--- src/rtl/inst_enc_pkg.sv ---
// ---------------------------------------------------------------------------
// inst_enc_pkg
// Purpose : Shared types and constants for the RV32 instruction encoder.
//           Holds the instruction format enum, the opcode[6:2] values that
//           select a non-R format, and the opcode-to-format mapping helper.
// Ports   : none (package)
// ---------------------------------------------------------------------------
package inst_enc_pkg;

  typedef enum logic [2:0] {
    FMT_R,
    FMT_I,
    FMT_S,
    FMT_B,
    FMT_J,
    FMT_U
  } fmt_e;

  // Opcode bits [6:2]; bits [1:0] of every RV32 base opcode are 2'b11.
  localparam logic [4:0] OP_IMM = 5'b00100;
  localparam logic [4:0] JALR   = 5'b11001;
  localparam logic [4:0] LOAD   = 5'b00000;
  localparam logic [4:0] FLOAD  = 5'b00001;
  localparam logic [4:0] STORE  = 5'b01000;
  localparam logic [4:0] FSTORE = 5'b01001;
  localparam logic [4:0] BRANCH = 5'b11000;
  localparam logic [4:0] JAL    = 5'b11011;
  localparam logic [4:0] AUIPC  = 5'b00101;
  localparam logic [4:0] LUI    = 5'b01101;

  // Any opcode not listed here is treated as R-type.
  function automatic fmt_e op5_to_fmt(input logic [4:0] op5);
    fmt_e fmt;
    case (op5)
      OP_IMM, JALR, LOAD, FLOAD: fmt = FMT_I;
      STORE, FSTORE:             fmt = FMT_S;
      BRANCH:                    fmt = FMT_B;
      JAL:                       fmt = FMT_J;
      AUIPC, LUI:                fmt = FMT_U;
      default:                   fmt = FMT_R;
    endcase
    return fmt;
  endfunction

endpackage

--- src/rtl/inst_encoder_imm_pack.sv ---
// ---------------------------------------------------------------------------
// imm_pack
// Purpose : Combinational packer. Scatters the decoded fields and immediate
//           into the RV32 instruction word for the given format and flags
//           immediates that do not fit (or are misaligned) for that format.
// Ports   : fmt_i     - instruction format
//           op5_i     - opcode bits [6:2]
//           rd_i, rs1_i, rs2_i, funct3_i, funct7_i - register/funct fields
//           imm_i     - sign-extended byte-offset immediate
//           inst_o    - packed instruction word
//           err_o     - immediate out of range / misaligned
// ---------------------------------------------------------------------------
module imm_pack
  import inst_enc_pkg::*;
(
  input  fmt_e        fmt_i,
  input  logic [4:0]  op5_i,
  input  logic [4:0]  rd_i,
  input  logic [4:0]  rs1_i,
  input  logic [4:0]  rs2_i,
  input  logic [2:0]  funct3_i,
  input  logic [6:0]  funct7_i,
  input  logic [31:0] imm_i,
  output logic [31:0] inst_o,
  output logic        err_o
);

  logic [6:0] opcode;

  // An immediate fits in N signed bits when every bit from N-1 upward
  // matches the sign, i.e. the upper slice is all ones or all zeros.
  logic fits12;
  logic fits13;
  logic fits21;

  assign opcode = {op5_i, 2'b11};
  assign fits12 = (&imm_i[31:11]) | ~(|imm_i[31:11]);
  assign fits13 = (&imm_i[31:12]) | ~(|imm_i[31:12]);
  assign fits21 = (&imm_i[31:20]) | ~(|imm_i[31:20]);

  // Erroneous immediates are still packed (truncated); err_o travels with
  // the word so the loader can decide what to do.
  always_comb begin
    inst_o = '0;
    err_o  = 1'b0;
    case (fmt_i)
      FMT_I: begin
        inst_o = {imm_i[11:0], rs1_i, funct3_i, rd_i, opcode};
        err_o  = ~fits12;
      end
      FMT_S: begin
        inst_o = {imm_i[11:5], rs2_i, rs1_i, funct3_i, imm_i[4:0], opcode};
        err_o  = ~fits12;
      end
      FMT_B: begin
        inst_o = {imm_i[12], imm_i[10:5], rs2_i, rs1_i, funct3_i,
                  imm_i[4:1], imm_i[11], opcode};
        err_o  = ~fits13 | imm_i[0];
      end
      FMT_J: begin
        inst_o = {imm_i[20], imm_i[10:1], imm_i[11], imm_i[19:12], rd_i, opcode};
        err_o  = ~fits21 | imm_i[0];
      end
      FMT_U: begin
        inst_o = {imm_i[31:12], rd_i, opcode};
        err_o  = |imm_i[11:0];
      end
      default: begin
        inst_o = {funct7_i, rs2_i, rs1_i, funct3_i, rd_i, opcode};
        err_o  = 1'b0;
      end
    endcase
  end

endmodule

--- src/rtl/inst_encoder.sv ---
// ---------------------------------------------------------------------------
// inst_encoder
// Purpose : Streaming RV32 instruction encoder. Two-stage valid/ready
//           pipeline: stage 1 captures the field bundle and its format,
//           imm_pack builds the word, stage 2 holds the word for the sink.
//           Saturating counters track emitted words and erroneous words.
// Config  : define INST_ENCODER_ROUNDTRIP_CHECK_EN to add the rt_mismatch
//           port, which re-decodes the emitted immediate and flags any
//           disagreement with the original (never expected to fire).
// Ports   : clk, rstn (async active-low)
//           in_valid/in_ready + in_op5, in_rd, in_rs1, in_rs2, in_funct3,
//           in_funct7, in_imm           - field bundle input
//           out_valid/out_ready + out_inst, out_err - encoded word output
//           cnt_words, cnt_errs         - saturating statistics
//           rt_mismatch                 - round-trip check (optional)
// ---------------------------------------------------------------------------
module inst_encoder
  import inst_enc_pkg::*;
#(
  parameter int CNT_W = 16
) (
  input  logic             clk,
  input  logic             rstn,
  input  logic             in_valid,
  output logic             in_ready,
  input  logic [4:0]       in_op5,
  input  logic [4:0]       in_rd,
  input  logic [4:0]       in_rs1,
  input  logic [4:0]       in_rs2,
  input  logic [2:0]       in_funct3,
  input  logic [6:0]       in_funct7,
  input  logic [31:0]      in_imm,
  output logic             out_valid,
  input  logic             out_ready,
  output logic [31:0]      out_inst,
  output logic             out_err,
`ifdef INST_ENCODER_ROUNDTRIP_CHECK_EN
  output logic             rt_mismatch,
`endif
  output logic [CNT_W-1:0] cnt_words,
  output logic [CNT_W-1:0] cnt_errs
);

  logic             s1_valid_q, s1_valid_d;
  fmt_e             s1_fmt_q;
  logic [4:0]       s1_op5_q, s1_rd_q, s1_rs1_q, s1_rs2_q;
  logic [2:0]       s1_f3_q;
  logic [6:0]       s1_f7_q;
  logic [31:0]      s1_imm_q;

  logic             s2_valid_q, s2_valid_d;
  logic [31:0]      s2_inst_q;
  logic             s2_err_q;

  logic [CNT_W-1:0] cnt_words_q, cnt_words_d;
  logic [CNT_W-1:0] cnt_errs_q, cnt_errs_d;

  logic [31:0]      pack_inst;
  logic             pack_err;

  logic             s2_load;
  logic             s1_load;
  logic             out_hs;

  // Stage 2 takes stage 1 whenever it is empty or draining this cycle;
  // stage 1 in turn frees up when its content moves on. No skid buffer,
  // so in_ready follows out_ready combinationally.
  assign out_hs   = s2_valid_q & out_ready;
  assign s2_load  = ~s2_valid_q | out_ready;
  assign in_ready = ~s1_valid_q | s2_load;
  assign s1_load  = in_valid & in_ready;

  imm_pack u_imm_pack (
    .fmt_i    (s1_fmt_q),
    .op5_i    (s1_op5_q),
    .rd_i     (s1_rd_q),
    .rs1_i    (s1_rs1_q),
    .rs2_i    (s1_rs2_q),
    .funct3_i (s1_f3_q),
    .funct7_i (s1_f7_q),
    .imm_i    (s1_imm_q),
    .inst_o   (pack_inst),
    .err_o    (pack_err)
  );

  always_comb begin
    s1_valid_d  = s1_valid_q;
    s2_valid_d  = s2_valid_q;
    cnt_words_d = cnt_words_q;
    cnt_errs_d  = cnt_errs_q;
    if (in_ready) s1_valid_d = in_valid;
    if (s2_load)  s2_valid_d = s1_valid_q;
    if (out_hs && (cnt_words_q != '1)) cnt_words_d = cnt_words_q + CNT_W'(1);
    if (out_hs && s2_err_q && (cnt_errs_q != '1)) cnt_errs_d = cnt_errs_q + CNT_W'(1);
  end

  always_ff @(posedge clk or negedge rstn) begin
    if (!rstn) begin
      s1_valid_q  <= 1'b0;
      s1_fmt_q    <= FMT_R;
      s1_op5_q    <= '0;
      s1_rd_q     <= '0;
      s1_rs1_q    <= '0;
      s1_rs2_q    <= '0;
      s1_f3_q     <= '0;
      s1_f7_q     <= '0;
      s1_imm_q    <= '0;
      s2_valid_q  <= 1'b0;
      s2_inst_q   <= '0;
      s2_err_q    <= 1'b0;
      cnt_words_q <= '0;
      cnt_errs_q  <= '0;
    end else begin
      s1_valid_q  <= s1_valid_d;
      s2_valid_q  <= s2_valid_d;
      cnt_words_q <= cnt_words_d;
      cnt_errs_q  <= cnt_errs_d;
      if (s1_load) begin
        s1_fmt_q <= op5_to_fmt(in_op5);
        s1_op5_q <= in_op5;
        s1_rd_q  <= in_rd;
        s1_rs1_q <= in_rs1;
        s1_rs2_q <= in_rs2;
        s1_f3_q  <= in_funct3;
        s1_f7_q  <= in_funct7;
        s1_imm_q <= in_imm;
      end
      // Word and error only change when a new word enters, so they stay
      // stable while the sink stalls.
      if (s2_load && s1_valid_q) begin
        s2_inst_q <= pack_inst;
        s2_err_q  <= pack_err;
      end
    end
  end

  assign out_valid = s2_valid_q;
  assign out_inst  = s2_inst_q;
  assign out_err   = s2_err_q;
  assign cnt_words = cnt_words_q;
  assign cnt_errs  = cnt_errs_q;

`ifdef INST_ENCODER_ROUNDTRIP_CHECK_EN
  fmt_e        s2_fmt_q;
  logic [31:0] s2_imm_q;
  logic [31:0] rt_imm;

  always_ff @(posedge clk or negedge rstn) begin
    if (!rstn) begin
      s2_fmt_q <= FMT_R;
      s2_imm_q <= '0;
    end else if (s2_load && s1_valid_q) begin
      s2_fmt_q <= s1_fmt_q;
      s2_imm_q <= s1_imm_q;
    end
  end

  // Same extraction the decode stage's immediate generator performs.
  always_comb begin
    rt_imm = '0;
    case (s2_fmt_q)
      FMT_I:   rt_imm = {{20{s2_inst_q[31]}}, s2_inst_q[31:20]};
      FMT_S:   rt_imm = {{20{s2_inst_q[31]}}, s2_inst_q[31:25], s2_inst_q[11:7]};
      FMT_B:   rt_imm = {{19{s2_inst_q[31]}}, s2_inst_q[31], s2_inst_q[7],
                         s2_inst_q[30:25], s2_inst_q[11:8], 1'b0};
      FMT_J:   rt_imm = {{11{s2_inst_q[31]}}, s2_inst_q[31], s2_inst_q[19:12],
                         s2_inst_q[20], s2_inst_q[30:21], 1'b0};
      FMT_U:   rt_imm = {s2_inst_q[31:12], 12'b0};
      default: rt_imm = s2_imm_q;
    endcase
  end

  assign rt_mismatch = s2_valid_q & ~s2_err_q & (s2_fmt_q != FMT_R) & (rt_imm != s2_imm_q);

  rt_never_mismatch : assert property (@(posedge clk) disable iff (!rstn) !rt_mismatch);
`endif

endmodule
--- config.mk ---
export PLATFORM = sky130hd
export DESIGN_NAME = inst_encoder
export DESIGN_NICKNAME = d
export VERILOG_FILES = /design/src/rtl/inst_enc_pkg.sv /design/src/rtl/inst_encoder_imm_pack.sv /design/src/rtl/inst_encoder.sv
export SDC_FILE = /design/constraint.sdc
export NUM_CORES = 1
export LEC_CHECK = 0
export ABC_AREA = 1
export ABC_CLOCK_PERIOD_IN_PS = 2750
export CAP_MARGIN = 5
export CORE_ASPECT_RATIO = 1.75
export CORE_MARGIN = 3
export CORE_UTILIZATION = 40
export CTS_BUF_LIST = sky130_fd_sc_hd__clkbuf_8
export CTS_CLUSTER_DIAMETER = 150
export DETAILED_ROUTE_END_ITERATION = 12
export GPL_ROUTABILITY_DRIVEN = 0
export PLACE_DENSITY_LB_ADDON = 0.05
export RECOVER_POWER = 100
export SETUP_SLACK_MARGIN = 0.05
export SKIP_CTS_REPAIR_TIMING = 1
export SLEW_MARGIN = 5
export SYNTH_ARGS = -nofsm -noshare
export SYNTH_HDL_FRONTEND = slang
export SYNTH_HIERARCHICAL = 1
export SYNTH_SLANG_ARGS = --single-unit
--- constraint.sdc ---
create_clock -name clk -period 2.75 [get_ports clk]
set_input_delay 0.55 -clock clk [delete_from_list [all_inputs] [get_ports clk]]
set_output_delay 0.55 -clock clk [all_outputs]
set_load 0.03 [all_outputs]
## Yosys cells after proc, flatten, opt, wreduce, memory -nomap -nowiden

Memories as Yosys holds them, arrays and structs flattened. A register that Yosys moved wholly into a read port is not among the register bits.
Index checks and enable logic that the tools add are counted.

| storage, ports and cells | value |
|---|---|
| flip-flop bits (word level) | 129 |
| latch bits | 0 |
| memory bits (writable) | 0 |
| memory bits (read-only) | 96 |
| input bits | 66 |
| output and inout port bits | 67 |
| logic and storage cells | 55 |
| memories kept | 1 |

Memories:

| name | words | width | read ports | clocked after Yosys merged registers in | write ports | line | text |
|---|---|---|---|---|---|---|---|
| (no name shown) | 32 | 3 | 1 | 1 | 0 | inst_enc_pkg.sv:34 | `case (op5)` |

| cells by class | value |
|---|---|
| add/sub/neg operators | 2 |
| multiply operators | 0 |
| divide/modulo/power cells | 0 |
| magnitude comparators | 0 |
| eq/ne operators | 7 |
| shifts and indexed selects | 0 |
| mux-type cells | 2 |
| bitwise gates (word level) | 17 |
| reduce and logical (&&, ||, !) cells | 13 |

Operators by type and width:

| cell | count |
|---|---|
| $pmux 32 s5 | 1 |
| $add 16x1->16 const B | 2 |
| $ne 16x16->1 const B | 2 |
| $reduce_or 12->1 | 2 |
| $reduce_and 21->1 | 1 |
| $reduce_or 21->1 | 1 |
| $reduce_and 20->1 | 1 |
| $reduce_or 20->1 | 1 |
| $reduce_and 12->1 | 1 |
| $not 1->1 | 8 |
| $or 1x1->1 | 7 |
| $eq 3x2->1 const B | 2 |
| $eq 3x3->1 const B | 2 |
| $logic_and 1x1->1 | 4 |
| $pmux 1 s4 | 1 |
| $eq 3x1->1 const B | 1 |
| $and 1x1->1 | 2 |
| $reduce_or 2->1 | 1 |
| $logic_not 1->1 | 1 |

## Longest topological paths before layout

| depth | value |
|---|---|
| depth after elaboration | 6 |
| depth in mapped cells | 12 |
| gate-level depth less buffers | 12 |

## Cells and area by module

Netlist, hierarchy kept.

By module, submodules not included:

| module | times used | cells an instance | area an instance (sq um) | seq. area each (sq um) |
|---|---|---|---|---|
| inst_encoder | 1 | 646 | 5844.4 | 3303.2 |
| imm_pack | 1 | 208 | 943.4 | 0.0 |

## Least setup slack after synthesis

No wires, ideal clock.

| path | value |
|---|---|
| path type | reg2reg |
| start | register cnt_errs_q[0] (netlist: cnt_errs[0]) |
| end | register cnt_errs_q[8] (netlist: cnt_errs[8]) |
| library setup time | 118 ps |
| arrival time | 1548 ps |
| data required time | 2632 ps |
| setup slack | 1084 ps |
| cell stages (with the launch flop) | 10 |
| path buffers | 1 |
| clock period less this slack | 1666 ps |
| path through | dfrtp_1 > ha_1 > nand3_2 > inv_2 > nand2_1 > nor2_4 > nor2_4 > buf_6 > nand2_1 > o21ai_2 |

| between the ends | value |
|---|---|
| longest elaborated chain between the ends | 2 |
| elaborated cells on any way between the ends | 3 |
| those cells by class | add/sub (1); eq/ne (1); reduce/logical (1) |

RTL lines:

| what | line | text |
|---|---|---|
| start: declaration | inst_encoder.sv:56 | `logic [CNT_W-1:0] cnt_errs_q, cnt_errs_d;` |
| start signal: assignment | inst_encoder.sv:117 | `cnt_errs_q <= cnt_errs_d;` |
| branches (longest 2 deep; another with $add 16x1->16) | -- |  |

Parallel ways; which one is timed is not known.
A chain may end at the register's enable or synchronous reset.

## Worst setup path in the final report

| path | value |
|---|---|
| start | input out_ready |
| end | output in_ready |

| between the ends | value |
|---|---|
| longest elaborated chain between the ends | 2 |

RTL lines:

| what | line | text |
|---|---|---|
| start: declaration | inst_encoder.sv:34 | `input logic out_ready,` |
| $or 1x1->1 | inst_encoder.sv:69 | `assign s2_load = ~s2_valid_q \| out_ready;` |
| $or 1x1->1 | inst_encoder.sv:70 | `assign in_ready = ~s1_valid_q \| s2_load;` |
| end: declaration | inst_encoder.sv:25 | `output logic in_ready,` |

No other way between the ends.

==> results.env <==
SINK_COUNT_OF_THE_CLOCK_TREE=132
DRC_ERRORS=0
GRT_MAX_DEGREE=49
RSZ0062_AT_GRT='false'
FINAL_LAYOUT_NET_COUNT=1054
TRITONCTS='yes'
WL_PER_CELL_UM=14.4
REG2REG_SETUP_SLACK_NS=0.64
DRV_SLEW=0
REGTOREGENDPOINT='cnt_errs[8]$_DFFE_PN0P_'
POST-ROUTE-MIN-PERIOD_NS=2.52
WORST-ENDPOINT-REQUIRED_NS=2.20
WORSTPATHCELLLIST='dlygate4sd3_1, inv_1, nand3_2, clkdlybuf4s50_1'
SYNTH-EDFF-COUNT=0
FINAL_LAYOUT_SIZE_SUFFIX_GT1_FRAC=0.0812
ANTENNA-DIODE-COUNT=0
CP_SLOWEST_STAGE_DELAY_NS=0.67
MAX_SLEW_MARGIN=0.168
HOLD_PATH_CLASS='in2async'
FINAL_CELLS=1222
CP_DATA_ARRIVAL_TIME_NS=1.97
FINAL_CORE_UTILIZATION=0.520
AREA_GROWTH_SYN_TO_LAYOUT_PCT=26.5
SYNTHESIS.AREA_PER_INSTANCE_UM2=7.95
GLOBAL_ROUTE_WIRE_LENGTH_BEFORE_REPAIR_MM=29.3
MAX_CAP_VIOL_COUNT=0
NUMPLACEDINSTANCES=1191
DR_TOTAL_VIAS=5758
SYNTH-ASYNC-RESET-RATIO=1.00
TIMING.FINAL.HOLD_VIOLATIONS=0
TIMING.FINAL.CRIT_SHARE=0.917
GROUTE.LAYER.MET3.USAGE=0.0359
CRITICAL_PATH_CLASS='in2out'
FIN_TNS_SETUP_NS=0
GLOBALROUTEOVERFLOWTOTAL=0
FLOORPLAN.ROWS=62
GRT.MET2_USAGE=0.357
CRIT_PATH_END_KIND='output pin'
IOS=133
DETAILED_PLACE_HPWL_MM=12.8
RUN_STATUS='complete, no violations'
GLOBAL_ROUTE.USAGE.TOTAL=0.197
SYNTH_AREA_MM2=0.00679
CLOCK-ROOT-BUFFER='sky130_fd_sc_hd__clkbuf_8'
CTS_BUFFERS=17
GR-MAX-USAGE-LAYER='met2'
INITIAL_CORE_UTIL=0.411
GRT_ANTENNA_BEFORE_REPAIR=0
DPL_CELL_AREA_MM2=0.00829
MAX_FREQ_GHz=0.397
YS_WARN_COUNT=6
WORST_PATH_DOMINANT_CELL_FAMILY='buffers and inverters'
SYNTH.FF_LATCH_COUNT=132
R2R_START='cnt_errs[0]$_DFFE_PN0P_'
DETAIL_ROUTE.VIAS_PER_CELL=4.71
LAYOUT.CELLS.MOST_COMMON='sky130_fd_sc_hd__nand2_1'
REPORT.FINAL.SETUP_VIOL=0
YOSYSSEQAREASHARE=0.487
DIEHEIGHT_UM=178
CTSHTREEMAXLEVEL=4
DR.PASS1.ITERS=4
FINAL.SETUP_SKEW_NS=0.0201
CRITICAL_PATH_BUF_INV_COUNT=3
CELLLEAKAGEPOWER_nW=4.16
IO_BUFFERS=132
ROUTED_WL_MM=17.7
CLK_PATH_BUF_DEPTH=2
FINAL_ANTENNA_NET_COUNT=0
MOSTFREQUENTLAYOUTCELLS='sky130_fd_sc_hd__nand2_1 (402), sky130_fd_sc_hd__dfrtp_1 (132), sky130_fd_sc_hd__nor2_1 (79), sky130_fd_sc_hd__dlygate4sd3_1 (67), sky130_fd_sc_hd__clkdlybuf4s50_1 (64)'
RR_WORST_DEPTH=7
GRT_PASS1_VIAS=5814
SYNTH_FLOP_CELL='sky130_fd_sc_hd__dfrtp_1'
OVERALL_DIE_AREA_MM2=0.0186
INSERTION_DELAY_NS=0.44
FIN_AREA_MM2=0.00859
FP.COREAREA_MM2=0.0165
CLK_PIN_SLEW_WORST_PATHS_NS=0.09
SYN-INSTANCE-COUNT=854
INITIALDRTVIOLATIONCOUNT=270
USE_MET1=0.230
POWER_DENSITY_mW_PER_MM2=812
POST_SYNTH_NUM_CELL_TYPES=38
TIGHTESTPINTRANSITION_NS=1.25
MAX-VDD-IR-DROP_V=0.000380
CRITPATHSLOWESTCELL='sky130_fd_sc_hd__clkdlybuf4s50_1'
CRIT_FANOUT=3
FP.DIEW_UM=104
WORSTSETUPSTARTPOINTTYPE='input pin'
[sequential cells by signal (all words and copies together) (netlist names)]
signal	count
cnt_errs	16
cnt_words	16
out_err	1
out_inst	32
out_valid	1
s1_f3_q	3
s1_f7_q	7
s1_fmt_q	3
s1_imm_q	32
s1_op5_q	5
s1_rd_q	5
s1_rs1_q	5
s1_rs2_q	5
s1_valid_q	1
[through the flow]
step                hold slack [ns]  power, mW  setup WS (ns)
floorplan                     0.254       4.35           1.08
global placement              0.462       5.39          0.286
detailed placement            0.466       5.40          0.283
CTS                          0.0389       7.26          0.277
global route                  0.463       7.42          0.173
finish                        0.360       6.97          0.228
[cell families (layout without fill, tap and decap cells)]
family,count (synthesis),count (layout),share of synthesized area
buf+inv,90,233,0.0649
compound gates,49,49,0.0487
xor+xnor,10,10,0.0129
mux,32,32,0.0531
fa+ha+maj,2,2,0.00369
other cells,1,2,0.000552
simple gates,538,538,0.330
flops,132,132,0.487
[final cells by class]
type	count	area, um2
Fill cell	1637	7930
Sequential cell	132	3300
Multi-Input combinational cell	633	2950
Timing Repair Buffer	139	1380
Tap cell	224	280
Clock buffer	18	248
Inverter	63	244
Clock inverter	13	185
[worst max-delay path by stage]
stage	start	to	slack, ns	cells past startpoint
after global routing	out_ready	in_ready	0.17	4
after floorplan	cnt_errs[0]$_DFFE_PN0P_	cnt_errs[8]$_DFFE_PN0P_	1.08	9
after detailed placement	out_ready	in_ready	0.28	4
after global placement	out_ready	in_ready	0.29	4
after CTS	out_ready	in_ready	0.28	4
final	out_ready	in_ready	0.23	4
[worst register-to-register path, delay by kind of cell, from the launching register on]
family | cells | cell delay [ns]
AOI/OAI and AO/OA | 1 | 0.18
adders and majority gates | 1 | 0.26
buffers and inverters | 1 | 0.11
and+or+nand+nor | 4 | 0.93
DFF | 1 | 0.47
[layer usage]
layer | routed length (um) | share of wire | vias to the layer above
met3 | 659 | 0.037 | 26
li1 | - | - | 2939
met1 | 7340 | 0.42 | 2661
met5 | 0 | 0 | -
met4 | 368 | 0.021 | 0
met2 | 9280 | 0.53 | 132
[synth_stat cells, types with 4 or more instances]
| cell | n | area (um2) |
|---|---|---|
| sky130_fd_sc_hd__o221ai_1 | 6 | 52.6 |
| sky130_fd_sc_hd__inv_1 | 56 | 210 |
| sky130_fd_sc_hd__o21ai_0 | 15 | 75.1 |
| sky130_fd_sc_hd__buf_6 | 5 | 56.3 |
| sky130_fd_sc_hd__a31oi_1 | 7 | 43.8 |
| sky130_fd_sc_hd__nor2_1 | 75 | 282 |
| sky130_fd_sc_hd__xnor2_1 | 8 | 70.1 |
| sky130_fd_sc_hd__nand2_1 | 397 | 1490 |
| sky130_fd_sc_hd__inv_2 | 5 | 18.8 |
| sky130_fd_sc_hd__o21ai_2 | 13 | 114 |
| sky130_fd_sc_hd__nand3_1 | 23 | 115 |
| sky130_fd_sc_hd__nand2_2 | 7 | 43.8 |
| sky130_fd_sc_hd__mux2_1 | 4 | 45.0 |
| sky130_fd_sc_hd__buf_2 | 13 | 65.1 |
| sky130_fd_sc_hd__buf_4 | 8 | 60.1 |
| sky130_fd_sc_hd__nor2_2 | 4 | 25.0 |
| sky130_fd_sc_hd__dfrtp_1 | 132 | 3300 |
| sky130_fd_sc_hd__mux2_2 | 28 | 315 |
| sky130_fd_sc_hd__nand4_1 | 16 | 100 |
[power breakdown]
part           switching [mW]  internal (mW)
clock network           0.825           1.01
logic                    1.41          0.932
registers               0.408           2.38
total                    2.65           4.32
(Power assumes the default switching activity.)
